### config.mk
export PLATFORM = sky130hd
export DESIGN_NAME = gfau_arbiter_flat
export DESIGN_NICKNAME = d
export VERILOG_FILES = /design/src/rtl/gfau_arbiter_if.sv /design/src/rtl/gfau_arbiter.sv /design/src/flat_wrapper.sv
export SDC_FILE = /design/constraint.sdc
export NUM_CORES = 1
export LEC_CHECK = 0
export ABC_AREA = 1
export CORE_AREA = 2 2 185 187
export CTS_BUF_LIST = sky130_fd_sc_hd__clkbuf_4
export CTS_CLUSTER_DIAMETER = 50
export DETAILED_ROUTE_END_ITERATION = 8
export DIE_AREA = 0 0 187 189
export SYNTH_ARGS = -nofsm -noshare
export SYNTH_HDL_FRONTEND = slang
export SYNTH_SLANG_ARGS = --single-unit
### constraint.sdc
create_clock -name i_clk -period 3.3 [get_ports i_clk]
set_clock_uncertainty 0.1 [all_clocks]
set_input_delay 0.825 -clock i_clk [delete_from_list [all_inputs] [get_ports i_clk]]
set_output_delay 0.825 -clock i_clk [all_outputs]
set_load 0.02 [all_outputs]
### src/rtl/gfau_arbiter_if.sv
// Buses around the GFAU arbiter: requester side (master = requesters) and
// GFAU side (master = arbiter driving the shared field unit).
interface gfau_req_if #(
  parameter int NREQ = 4,
  parameter int W    = 32
);
  logic [NREQ-1:0]   req_valid;
  logic [2*NREQ-1:0] req_op;
  logic [W*NREQ-1:0] req_a;
  logic [W*NREQ-1:0] req_b;
  logic [NREQ-1:0]   req_ready;
  logic [NREQ-1:0]   rsp_valid;
  logic [W-1:0]      rsp_result;
  logic              rsp_err;

  modport master (
    output req_valid, req_op, req_a, req_b,
    input  req_ready, rsp_valid, rsp_result, rsp_err
  );

  modport slave (
    input  req_valid, req_op, req_a, req_b,
    output req_ready, rsp_valid, rsp_result, rsp_err
  );
endinterface

interface gfau_core_if #(
  parameter int W = 32
);
  logic [W-1:0] gf_in_0;
  logic [W-1:0] gf_in_1;
  logic [W-1:0] gf_prime;
  logic [1:0]   gf_op;
  logic         gf_dfc;
  logic [W-1:0] gf_result;
  logic         gf_done;

  modport master (
    output gf_in_0, gf_in_1, gf_prime, gf_op, gf_dfc,
    input  gf_result, gf_done
  );

  modport slave (
    input  gf_in_0, gf_in_1, gf_prime, gf_op, gf_dfc,
    output gf_result, gf_done
  );
endinterface

### src/rtl/gfau_arbiter.sv
// Round-robin arbiter sharing one GFAU between NREQ requesters, with a shared
// prime register, a divide-by-zero guard and a watchdog on GFAU completion.
//
//   state   | meaning
//   --------+-----------------------------------------------------------
//   ST_IDLE | pick a winner (or load the prime); GFAU inputs held at 0
//   ST_WAIT | operands on the GFAU, watchdog counting, waiting for done
//   ST_ACK  | one-cycle response to the winner, done_from_control pulse
module gfau_arbiter #(
  parameter int           NREQ      = 4,
  parameter int           W         = 32,
  parameter int           TIMEOUT   = 256,
  parameter logic [W-1:0] PRIME_RST = W'(32'h0000_0061)
) (
  input  logic         i_clk,
  input  logic         i_rst,
  gfau_req_if.slave    req,
  gfau_core_if.master  gf,
  input  logic         prime_load,
  input  logic [W-1:0] prime_in,
  output logic         busy,
  output logic         timeout_flag
);
  localparam int PW = $clog2(NREQ);
  localparam int CW = $clog2(TIMEOUT + 1);

  typedef enum logic [1:0] {
    ST_IDLE = 2'd0,
    ST_WAIT = 2'd1,
    ST_ACK  = 2'd2
  } state_t;

  state_t        state;
  state_t        state_nxt;

  logic [PW-1:0] rr_ptr;
  logic [PW-1:0] gnt_idx;
  logic [PW-1:0] win_idx;
  logic          win_found;
  logic [PW:0]   cand;

  logic [1:0]    sel_op;
  logic [W-1:0]  sel_a;
  logic [W-1:0]  sel_b;
  logic          div_zero;
  logic          accept;

  logic [1:0]    op_q;
  logic [W-1:0]  a_q;
  logic [W-1:0]  b_q;
  logic [W-1:0]  result_q;
  logic [W-1:0]  prime_q;
  logic          err_q;
  logic          dz_q;
  logic [CW-1:0] wd_cnt;
  logic          wd_hit;
  logic          timeout_q;

  // Scan from the round-robin pointer upward, wrapping at NREQ.
  always_comb begin
    win_found = 1'b0;
    win_idx   = '0;
    cand      = '0;
    for (int i = 0; i < NREQ; i++) begin
      cand = {1'b0, rr_ptr} + (PW+1)'(i);
      if (cand >= (PW+1)'(NREQ)) cand = cand - (PW+1)'(NREQ);
      if (!win_found && req.req_valid[cand[PW-1:0]]) begin
        win_found = 1'b1;
        win_idx   = cand[PW-1:0];
      end
    end
  end

  assign sel_op   = req.req_op[2*int'(win_idx) +: 2];
  assign sel_a    = req.req_a[W*int'(win_idx) +: W];
  assign sel_b    = req.req_b[W*int'(win_idx) +: W];
  assign div_zero = (sel_op == 2'd3) && (sel_b == '0);
  assign accept   = (state == ST_IDLE) && !i_rst && !prime_load && win_found;
  assign wd_hit   = (wd_cnt == CW'(TIMEOUT - 1));

  always_ff @(posedge i_clk) begin
    if (i_rst) state <= ST_IDLE;
    else       state <= state_nxt;
  end

  always_comb begin
    state_nxt = state;
    case (state)
      ST_IDLE: if (accept) state_nxt = div_zero ? ST_ACK : ST_WAIT;
      ST_WAIT: if (gf.gf_done || wd_hit) state_nxt = ST_ACK;
      ST_ACK:  state_nxt = ST_IDLE;
      default: state_nxt = ST_IDLE;
    endcase
  end

  always_ff @(posedge i_clk) begin
    if (i_rst) begin
      rr_ptr    <= '0;
      gnt_idx   <= '0;
      op_q      <= '0;
      a_q       <= '0;
      b_q       <= '0;
      result_q  <= '0;
      err_q     <= 1'b0;
      dz_q      <= 1'b0;
      wd_cnt    <= '0;
      timeout_q <= 1'b0;
      prime_q   <= PRIME_RST;
    end else begin
      case (state)
        ST_IDLE: begin
          if (prime_load) begin
            prime_q <= prime_in;
          end else if (accept) begin
            gnt_idx  <= win_idx;
            op_q     <= sel_op;
            a_q      <= sel_a;
            b_q      <= sel_b;
            dz_q     <= div_zero;
            err_q    <= div_zero;
            result_q <= '0;
            wd_cnt   <= '0;
          end
        end
        ST_WAIT: begin
          wd_cnt <= wd_cnt + 1'b1;
          // A done coinciding with the last watchdog cycle still counts as success.
          if (gf.gf_done) begin
            result_q <= gf.gf_result;
          end else if (wd_hit) begin
            err_q     <= 1'b1;
            timeout_q <= 1'b1;
          end
        end
        ST_ACK: begin
          rr_ptr <= (gnt_idx == PW'(NREQ - 1)) ? '0 : gnt_idx + 1'b1;
          wd_cnt <= '0;
        end
        default: ;
      endcase
    end
  end

  always_comb begin
    req.req_ready  = '0;
    req.rsp_valid  = '0;
    req.rsp_result = '0;
    req.rsp_err    = 1'b0;
    gf.gf_in_0     = '0;
    gf.gf_in_1     = '0;
    gf.gf_op       = '0;
    gf.gf_dfc      = 1'b0;
    if (accept) req.req_ready = NREQ'(1) << win_idx;
    case (state)
      ST_WAIT: begin
        gf.gf_in_0 = a_q;
        gf.gf_in_1 = b_q;
        gf.gf_op   = op_q;
      end
      ST_ACK: begin
        req.rsp_valid  = NREQ'(1) << gnt_idx;
        req.rsp_result = err_q ? '0 : result_q;
        req.rsp_err    = err_q;
        // A divide-by-zero reject never engaged the GFAU, so nothing to acknowledge.
        gf.gf_dfc      = !dz_q;
      end
      default: ;
    endcase
  end

  assign gf.gf_prime    = prime_q;
  assign busy           = (state != ST_IDLE);
  assign timeout_flag   = timeout_q;
endmodule

### src/flat_wrapper.sv
// flat-port wrapper written by rule: the top's interface ports become plain ports
module gfau_arbiter_flat 
#(
  parameter int           NREQ      = 4,
  parameter int           W         = 32,
  parameter int           TIMEOUT   = 256,
  parameter logic [W-1:0] PRIME_RST = W'(32'h0000_0061)
)
  (i_clk, i_rst, prime_load, prime_in, busy, timeout_flag, req_req_valid, req_req_op, req_req_a, req_req_b, req_req_ready, req_rsp_valid, req_rsp_result, req_rsp_err, gf_gf_in_0, gf_gf_in_1, gf_gf_prime, gf_gf_op, gf_gf_dfc, gf_gf_result, gf_gf_done);
  gfau_req_if #(.NREQ(NREQ), .W(W)) req_i ();
  gfau_core_if #(.W(W)) gf_i ();
  input  logic i_clk;
  input  logic i_rst;
  input  logic prime_load;
  input  logic [W-1:0] prime_in;
  output logic busy;
  output logic timeout_flag;
  input wire logic [$bits(req_i.req_valid)-1:0] req_req_valid;
  input wire logic [$bits(req_i.req_op)-1:0] req_req_op;
  input wire logic [$bits(req_i.req_a)-1:0] req_req_a;
  input wire logic [$bits(req_i.req_b)-1:0] req_req_b;
  output wire logic [$bits(req_i.req_ready)-1:0] req_req_ready;
  output wire logic [$bits(req_i.rsp_valid)-1:0] req_rsp_valid;
  output wire logic [$bits(req_i.rsp_result)-1:0] req_rsp_result;
  output wire logic [$bits(req_i.rsp_err)-1:0] req_rsp_err;
  output wire logic [$bits(gf_i.gf_in_0)-1:0] gf_gf_in_0;
  output wire logic [$bits(gf_i.gf_in_1)-1:0] gf_gf_in_1;
  output wire logic [$bits(gf_i.gf_prime)-1:0] gf_gf_prime;
  output wire logic [$bits(gf_i.gf_op)-1:0] gf_gf_op;
  output wire logic [$bits(gf_i.gf_dfc)-1:0] gf_gf_dfc;
  input wire logic [$bits(gf_i.gf_result)-1:0] gf_gf_result;
  input wire logic [$bits(gf_i.gf_done)-1:0] gf_gf_done;
  assign req_i.req_valid = req_req_valid;
  assign req_i.req_op = req_req_op;
  assign req_i.req_a = req_req_a;
  assign req_i.req_b = req_req_b;
  assign req_req_ready = req_i.req_ready;
  assign req_rsp_valid = req_i.rsp_valid;
  assign req_rsp_result = req_i.rsp_result;
  assign req_rsp_err = req_i.rsp_err;
  assign gf_gf_in_0 = gf_i.gf_in_0;
  assign gf_gf_in_1 = gf_i.gf_in_1;
  assign gf_gf_prime = gf_i.gf_prime;
  assign gf_gf_op = gf_i.gf_op;
  assign gf_gf_dfc = gf_i.gf_dfc;
  assign gf_i.gf_result = gf_gf_result;
  assign gf_i.gf_done = gf_gf_done;
  gfau_arbiter #(.NREQ(NREQ), .W(W), .TIMEOUT(TIMEOUT), .PRIME_RST(PRIME_RST)) u_core (.i_clk(i_clk), .i_rst(i_rst), .req(req_i), .gf(gf_i), .prime_load(prime_load), .prime_in(prime_in), .busy(busy), .timeout_flag(timeout_flag));
endmodule
Yosys cells after proc, flatten, opt, wreduce, memory -nomap -nowiden

Index checks and enable logic that the tools add are counted.

Output and inout port bits: 142
Bits in read-only memories: 0
Latch bits: 0
Memories kept: 0
Logic and storage cells: 119
Input port bits: 336
Memory bits (writable): 0
Register bits after elaboration: 148

$mul: 0
Shift-type cells: 5
$add $sub $neg: 9
Reductions and logical operators: 26
Divide/modulo/power cells: 0
Mux-type cells: 46
Order comparisons: 8
Equality and inequality tests: 11
Bitwise logic cells: 2

Operators by type and width:

| kind                                                        | number |
|---|---|
| variable part select 128 x 8 -> 32 bit                      | 2 |
| 2-to-1 mux 32 bit                                           | 7 |
| case mux 32 bit (2 select lines)                            | 1 |
| zero test 32 bit                                            | 1 |
| case mux 9 bit (3 select lines)                             | 1 |
| 2-to-1 mux 2 bit                                            | 13 |
| 2-to-1 mux 9 bit                                            | 2 |
| 2-to-1 mux 1 bit                                            | 14 |
| less-than comparator 2 x 3 -> 1 bit (second input constant) | 4 |
| adder 9 x 1 -> 9 bit (second input constant)                | 1 |
| == test 9 x 8 -> 1 bit (second input constant)              | 1 |
| >= comparator 3 bit (second input constant)                 | 3 |
| AND reduction 3 bit                                         | 3 |
| binary-select mux 1 bit (select 2 bit)                      | 4 |
| 2-to-1 mux 4 bit                                            | 2 |
| variable part select 8 x 4 -> 2 bit                         | 1 |
| left shift 1 x 2 -> 4 bit (first input constant)            | 2 |
| subtractor 2 x 1 -> 2 bit (second input constant)           | 4 |
| logical AND 1 bit                                           | 7 |
| adder 2 x 2 -> 3 bit (second input constant)                | 2 |
| == test 2 bit (second input constant)                       | 3 |
| zero test 1 bit                                             | 6 |
| != test 2 x 1 -> 1 bit (second input constant)              | 3 |
| != test 2 bit (second input constant)                       | 3 |
| 14 further kinds                                            | 17 |

Logic depth before layout (Yosys ltp)

Gate-level depths: netlist of the first run.

Depth in word-level cells: 20
Depth in mapped cells: 23

Worst setup path after synthesis of the first run

Ideal clock, no wire load.

Path type: input port to output port
From: in req_req_valid[3]
To: out req_req_ready[2]
Required time: 2.375 ns
Path buffers: 3
Stages: 13
Arrival time: 2.481 ns
Slack: -0.106 ns
Path through: inv_1 > nand2_1 > nand3_1 > nand2_2 > nor2_4 > nand3_2 > buf_4 > nand4_1 > buf_2 > clkinv_1 > clkbuf_1 > nand2_1 > nor2_1

Word-level cells in the longest chain between the ends: 14

RTL lines:

| item                                                           | RTL line                                | RTL |
|---|---|---|
| start: declaration                                             | flat_wrapper.sv:18                      | `input wire logic [$bits(req_i.req_valid)-1:0] req_req_valid;` |
| binary-select mux 1 bit (select 2 bit)                         | gfau_arbiter.sv:67                      | `if (!win_found && req.req_valid[cand[PW-1:0]]) begin` |
| 2-to-1 mux 1 bit (implied by the code)                         | gfau_arbiter.sv:67                      |  |
| 2-to-1 mux 1 bit                                               | gfau_arbiter.sv:67                      |  |
| zero test 1 bit                                                | gfau_arbiter.sv:67                      |  |
| logical AND 1 bit                                              | gfau_arbiter.sv:67                      |  |
| 2-to-1 mux 1 bit                                               | gfau_arbiter.sv:67                      |  |
| zero test 1 bit                                                | gfau_arbiter.sv:67                      |  |
| logical AND 1 bit                                              | gfau_arbiter.sv:67                      |  |
| 2-to-1 mux 1 bit                                               | gfau_arbiter.sv:67                      |  |
| zero test 1 bit                                                | gfau_arbiter.sv:67                      |  |
| logical AND 1 bit                                              | gfau_arbiter.sv:67                      |  |
| 2-to-1 mux 2 bit or 2-to-1 mux 1 bit (tied branches)           | gfau_arbiter.sv:67                      |  |
| left shift 1 x 2 -> 4 bit or logical AND 1 bit (tied branches) | gfau_arbiter.sv:153, gfau_arbiter.sv:78 |  |
| 2-to-1 mux 4 bit *                                             | gfau_arbiter.sv:153                     | `if (accept) req.req_ready = NREQ'(1) << win_idx;` |
| end: declaration                                               | flat_wrapper.sv:22                      | `output wire logic [$bits(req_i.req_ready)-1:0] req_req_ready;` |

Every way passes the cells marked *; elsewhere a longest branch is shown, timed or not. The select of a mux whose other input is x is not followed.

Final worst setup path of the first run

From: in req_req_valid[0]
To: out req_req_ready[1]

Same word-level chain as after synthesis.

==> flow_metrics.tcl, run 1 <==
set metrics [dict create \
    outcome "finished with violations" \
    failed_checks "negative setup slack" \
    synth_nets 1764 \
    die_h_um 189 \
    startpoint "req_req_valid[0]" \
    r2r_cells 20 \
    vdd_drop_max_mv 0.227 \
    p_leak_nw 6.91 \
    synth_enable_flop_cells 0 \
    antenna_found_initial 4 \
    fin_hold_ws_ns 0.371 \
    tritoncts "yes" \
    syn_inst 1422 \
    route.vias.total 10900 \
    drtAntennaViolNets 0 \
    final-seq-area_mm2 0.00297 \
    core_area_mm2 0.0333 \
    place.port_buffers 477 \
    detail_route.wl_per_cell_um 16.8 \
    start_util 0.261 \
    syn_area_mm2 0.00867 \
    area_delta_synth_final_pct 71.6 \
    final_nets 2246 \
    finalPower_mw 5.05 \
    report.final.slew_viol_count 0 \
    wirelength_mm 39.8 \
    yosysWarnings 0 \
    ios 478 \
    worst_pin_slew_ns 0.983 \
    yosys-top-cells-area "dfxtp_1, nand2_1, nor2_1" \
    cts_root_buf "clkbuf_4" \
    hp-class "flip-flop to flip-flop" \
    slowest_stage "dlygate4sd2_1" \
    clk_path_buf_depth 2 \
    grt_pass1_wl_mm 61.8 \
    synth_most_common_cell "nand2_1" \
    ys_ff_latch 148 \
    h-tree-depth 4 \
    seq_area_frac_synth 0.342 \
    r2r-end "u_core.state[0]" \
    cap_violations 0 \
    synthDistinctLibCells 36 \
    grt.overflow.total 0 \
    crit_fanout 4 \
    via_per_inst 4.60 \
    drive_gt1_frac 0.0976 \
    fmax_mhz 300 \
    fin_crit_ns 3.34 \
    grt_pass1_vias 10800 \
    track_usage 0.222 \
    start_kind "primary input" \
    cp.required_ns 2.37 \
    worstSetupEndpointType "output pin" \
    drt_iter0_drc 684 \
    gp_congestion 0.920 \
    setup.worst_path.class "primary input to output pin" \
    clk_pin_slew_worst_paths_ns 0.13 \
    dieArea_mm2 0.0353 \
    numClockSinks 148 \
    ys_async_sr_fraction 0 \
    hold_viol_final 0 \
    cp_common_cell "nand2_2" \
    dpl.hpwl_mm 29.8 \
    drtPass1Iterations 5 \
    insertion_delay_ns 0.57 \
    regToRegSetupSlack_ns 0.34 \
    synth.avg_cell_area_um2 6.10 \
    crit_chain "dlygate4sd2_1, inv_1, nand2_2, nand3_4, nand2_4, nor2_4, nand4_1, nand2_2, inv_4, buf_4, nor2_4, nand2_2, inv_2, buf_12" \
    rsz0062_at_grt "true" \
    cts_hold_buf 0 \
    min_period_over_period 1.01 \
    design_area_mm2 0.0149 \
    setup_viol 1 \
    cp.arrival_ns 2.41 \
    endpoint "req_req_ready[1]" \
    r2r-start "u_core.rr_ptr[0]" \
    die_x_um 187 \
    dpl_worst_slack_ns -0.320 \
    slew_headroom 0.345 \
    num_rows 67 \
    synth_top_area_cell "dfxtp_1" \
    max_stage_delay_ns 0.26 \
    ys.flop_type "dfxtp_1" \
    timing.final.ws_setup_ns -0.0361 \
    multi_input_area_mm2 0.00477 \
    grt_max_degree 80 \
    netlist_top_cells_count "nand2_1, nor2_1, inv_1" \
    fill_cells 3458 \
    dpl_cell_area_mm2 0.0142 \
    cts-buffers-inserted 17 \
    yosysTopAreaCellShare 0.342 \
    drcViolationCount 0 \
    power_density_mw_per_mm2 339 \
]
## stage by stage
stage	utilization	TNS, ns	instances
after floorplan	-	0	1422
after global placement	0.427	-6.79	2319
after detailed placement	0.427	-10.14	2319
after CTS	0.439	0	2358
after global routing	0.447	-0.408	2368
final	0.447	-0.0361	2368
## cells by family after synthesis
| kind of cell | after synthesis | synth area share |
|---|---|---|
| AOI/OAI and AO/OA | 241 | 0.162 |
| xor gates and xnor gates | 2 | 0.00202 |
| adders and majority gates | 6 | 0.00866 |
| buffers and inverters | 278 | 0.131 |
| DFF | 148 | 0.342 |
| and+or+nand+nor | 747 | 0.354 |
## layout by cell type, fill, tap and decap left out, drive strengths merged, types with 3 or more instances in the layout
| cell | instances |
|---|---|
| clkinv | 4 |
| clkdlybuf4s50 | 399 |
| ha | 6 |
| clkbuf | 17 |
| nand3 | 84 |
| a22oi | 48 |
| o21ai | 77 |
| a21oi | 86 |
| o211ai | 26 |
| diode | 4 |
| clkinvlp | 3 |
| nand4 | 30 |
| nor2 | 202 |
| inv | 186 |
| nand2 | 427 |
| bufinv | 4 |
| dfxtp | 148 |
| dlymetal6s2s | 18 |
| dlygate4sd2 | 52 |
| buf | 89 |
## registers in the layout (all words and copies together) (netlist names)
register and count:
u_core.op_q 2, u_core.state 2, u_core.err_q 1, u_core.a_q 32, u_core.b_q 32, u_core.rr_ptr 2, u_core.gnt_idx 2, u_core.wd_cnt 9
u_core.timeout_flag 1, u_core.gf.gf_prime 32, u_core.result_q 32, u_core.dz_q 1
## routing by layer
metal  share of wire  routed length [µm]  GRT usage
met1            0.43               17200      0.278
met2            0.48               19100      0.380
met3           0.068                2690     0.0614
met4           0.019                 755     0.0525
met5               0                   0          0
## report_power, final
group          leakage (nW)  internal [mW]  switching [mW]
clock network         0.165          0.608           0.750
registers              1.21           1.90          0.0495
logic                  5.53          0.838           0.905
## repair_timing
action | CTS | global route
setup buffers | 8 | 5
endpoints found under the setup margin | 75 | 42
pin swaps | 10 | 22
cloned | 0 | 1
hold endpoints to repair | 0 | 0
gates resized for setup | 77 | 64
## worst max-delay path: cells and delay by family
| family | cells | cell delay, ns |
|---|---|---|
| simple gates | 8 | 0.83 |
| buf+inv | 6 | 0.73 |
## worst min-delay path by stage
| stage | start | endpoint | slack, ns | depth (start not counted) |
|---|---|---|---|---|
| after global routing | u_core.result_q[6] | u_core.result_q[6] | 0.40 | 2 |
| after detailed placement | u_core.gf.gf_prime[5] | u_core.gf.gf_prime[5] | 0.35 | 2 |
| after floorplan | u_core.wd_cnt[8] | u_core.wd_cnt[8] | 0.34 | 2 |
| after global placement | u_core.gf.gf_prime[0] | u_core.gf.gf_prime[0] | 0.34 | 2 |
| after CTS | u_core.wd_cnt[8] | u_core.wd_cnt[8] | 0.37 | 2 |
| final | u_core.result_q[10] | u_core.result_q[10] | 0.37 | 2 |
## cell type report
| type | count | area share |
|---|---|---|
| sequential | 148 | 0.200 |
| timing repair inverter | 1 | 0.000420 |
| clock buffer | 17 | 0.00858 |
| multi-input combinational | 996 | 0.321 |
| antenna | 4 | 0.000673 |
| timing repair buffer | 558 | 0.372 |
| clock inverter | 14 | 0.0135 |
| tap | 448 | 0.0377 |
| inverter | 182 | 0.0471 |
No activity file was read; power rests on OpenSTA's default activity.
==> run 2: changes to the inputs <==
--- a/config.mk
+++ b/config.mk
@@ -6,11 +6,13 @@
 export NUM_CORES = 1
 export LEC_CHECK = 0
 export ABC_AREA = 1
+export CAP_MARGIN = 15
 export CORE_AREA = 2 2 185 187
 export CTS_BUF_LIST = sky130_fd_sc_hd__clkbuf_4
 export CTS_CLUSTER_DIAMETER = 50
 export DETAILED_ROUTE_END_ITERATION = 8
 export DIE_AREA = 0 0 187 189
+export SLEW_MARGIN = 5
 export SYNTH_ARGS = -nofsm -noshare
 export SYNTH_HDL_FRONTEND = slang
 export SYNTH_SLANG_ARGS = --single-unit
==> results of run 2 <==
Same layout as run 1: the final DEF is identical, and so are final timing and power.
==> run 3: changes to the inputs <==
--- a/config.mk
+++ b/config.mk
@@ -12,7 +12,6 @@
 export CTS_CLUSTER_DIAMETER = 50
 export DETAILED_ROUTE_END_ITERATION = 8
 export DIE_AREA = 0 0 187 189
-export SLEW_MARGIN = 5
 export SYNTH_ARGS = -nofsm -noshare
 export SYNTH_HDL_FRONTEND = slang
 export SYNTH_SLANG_ARGS = --single-unit
==> results of run 3 <==
Same layout as run 1: the final DEF is identical, and so are final timing and power.
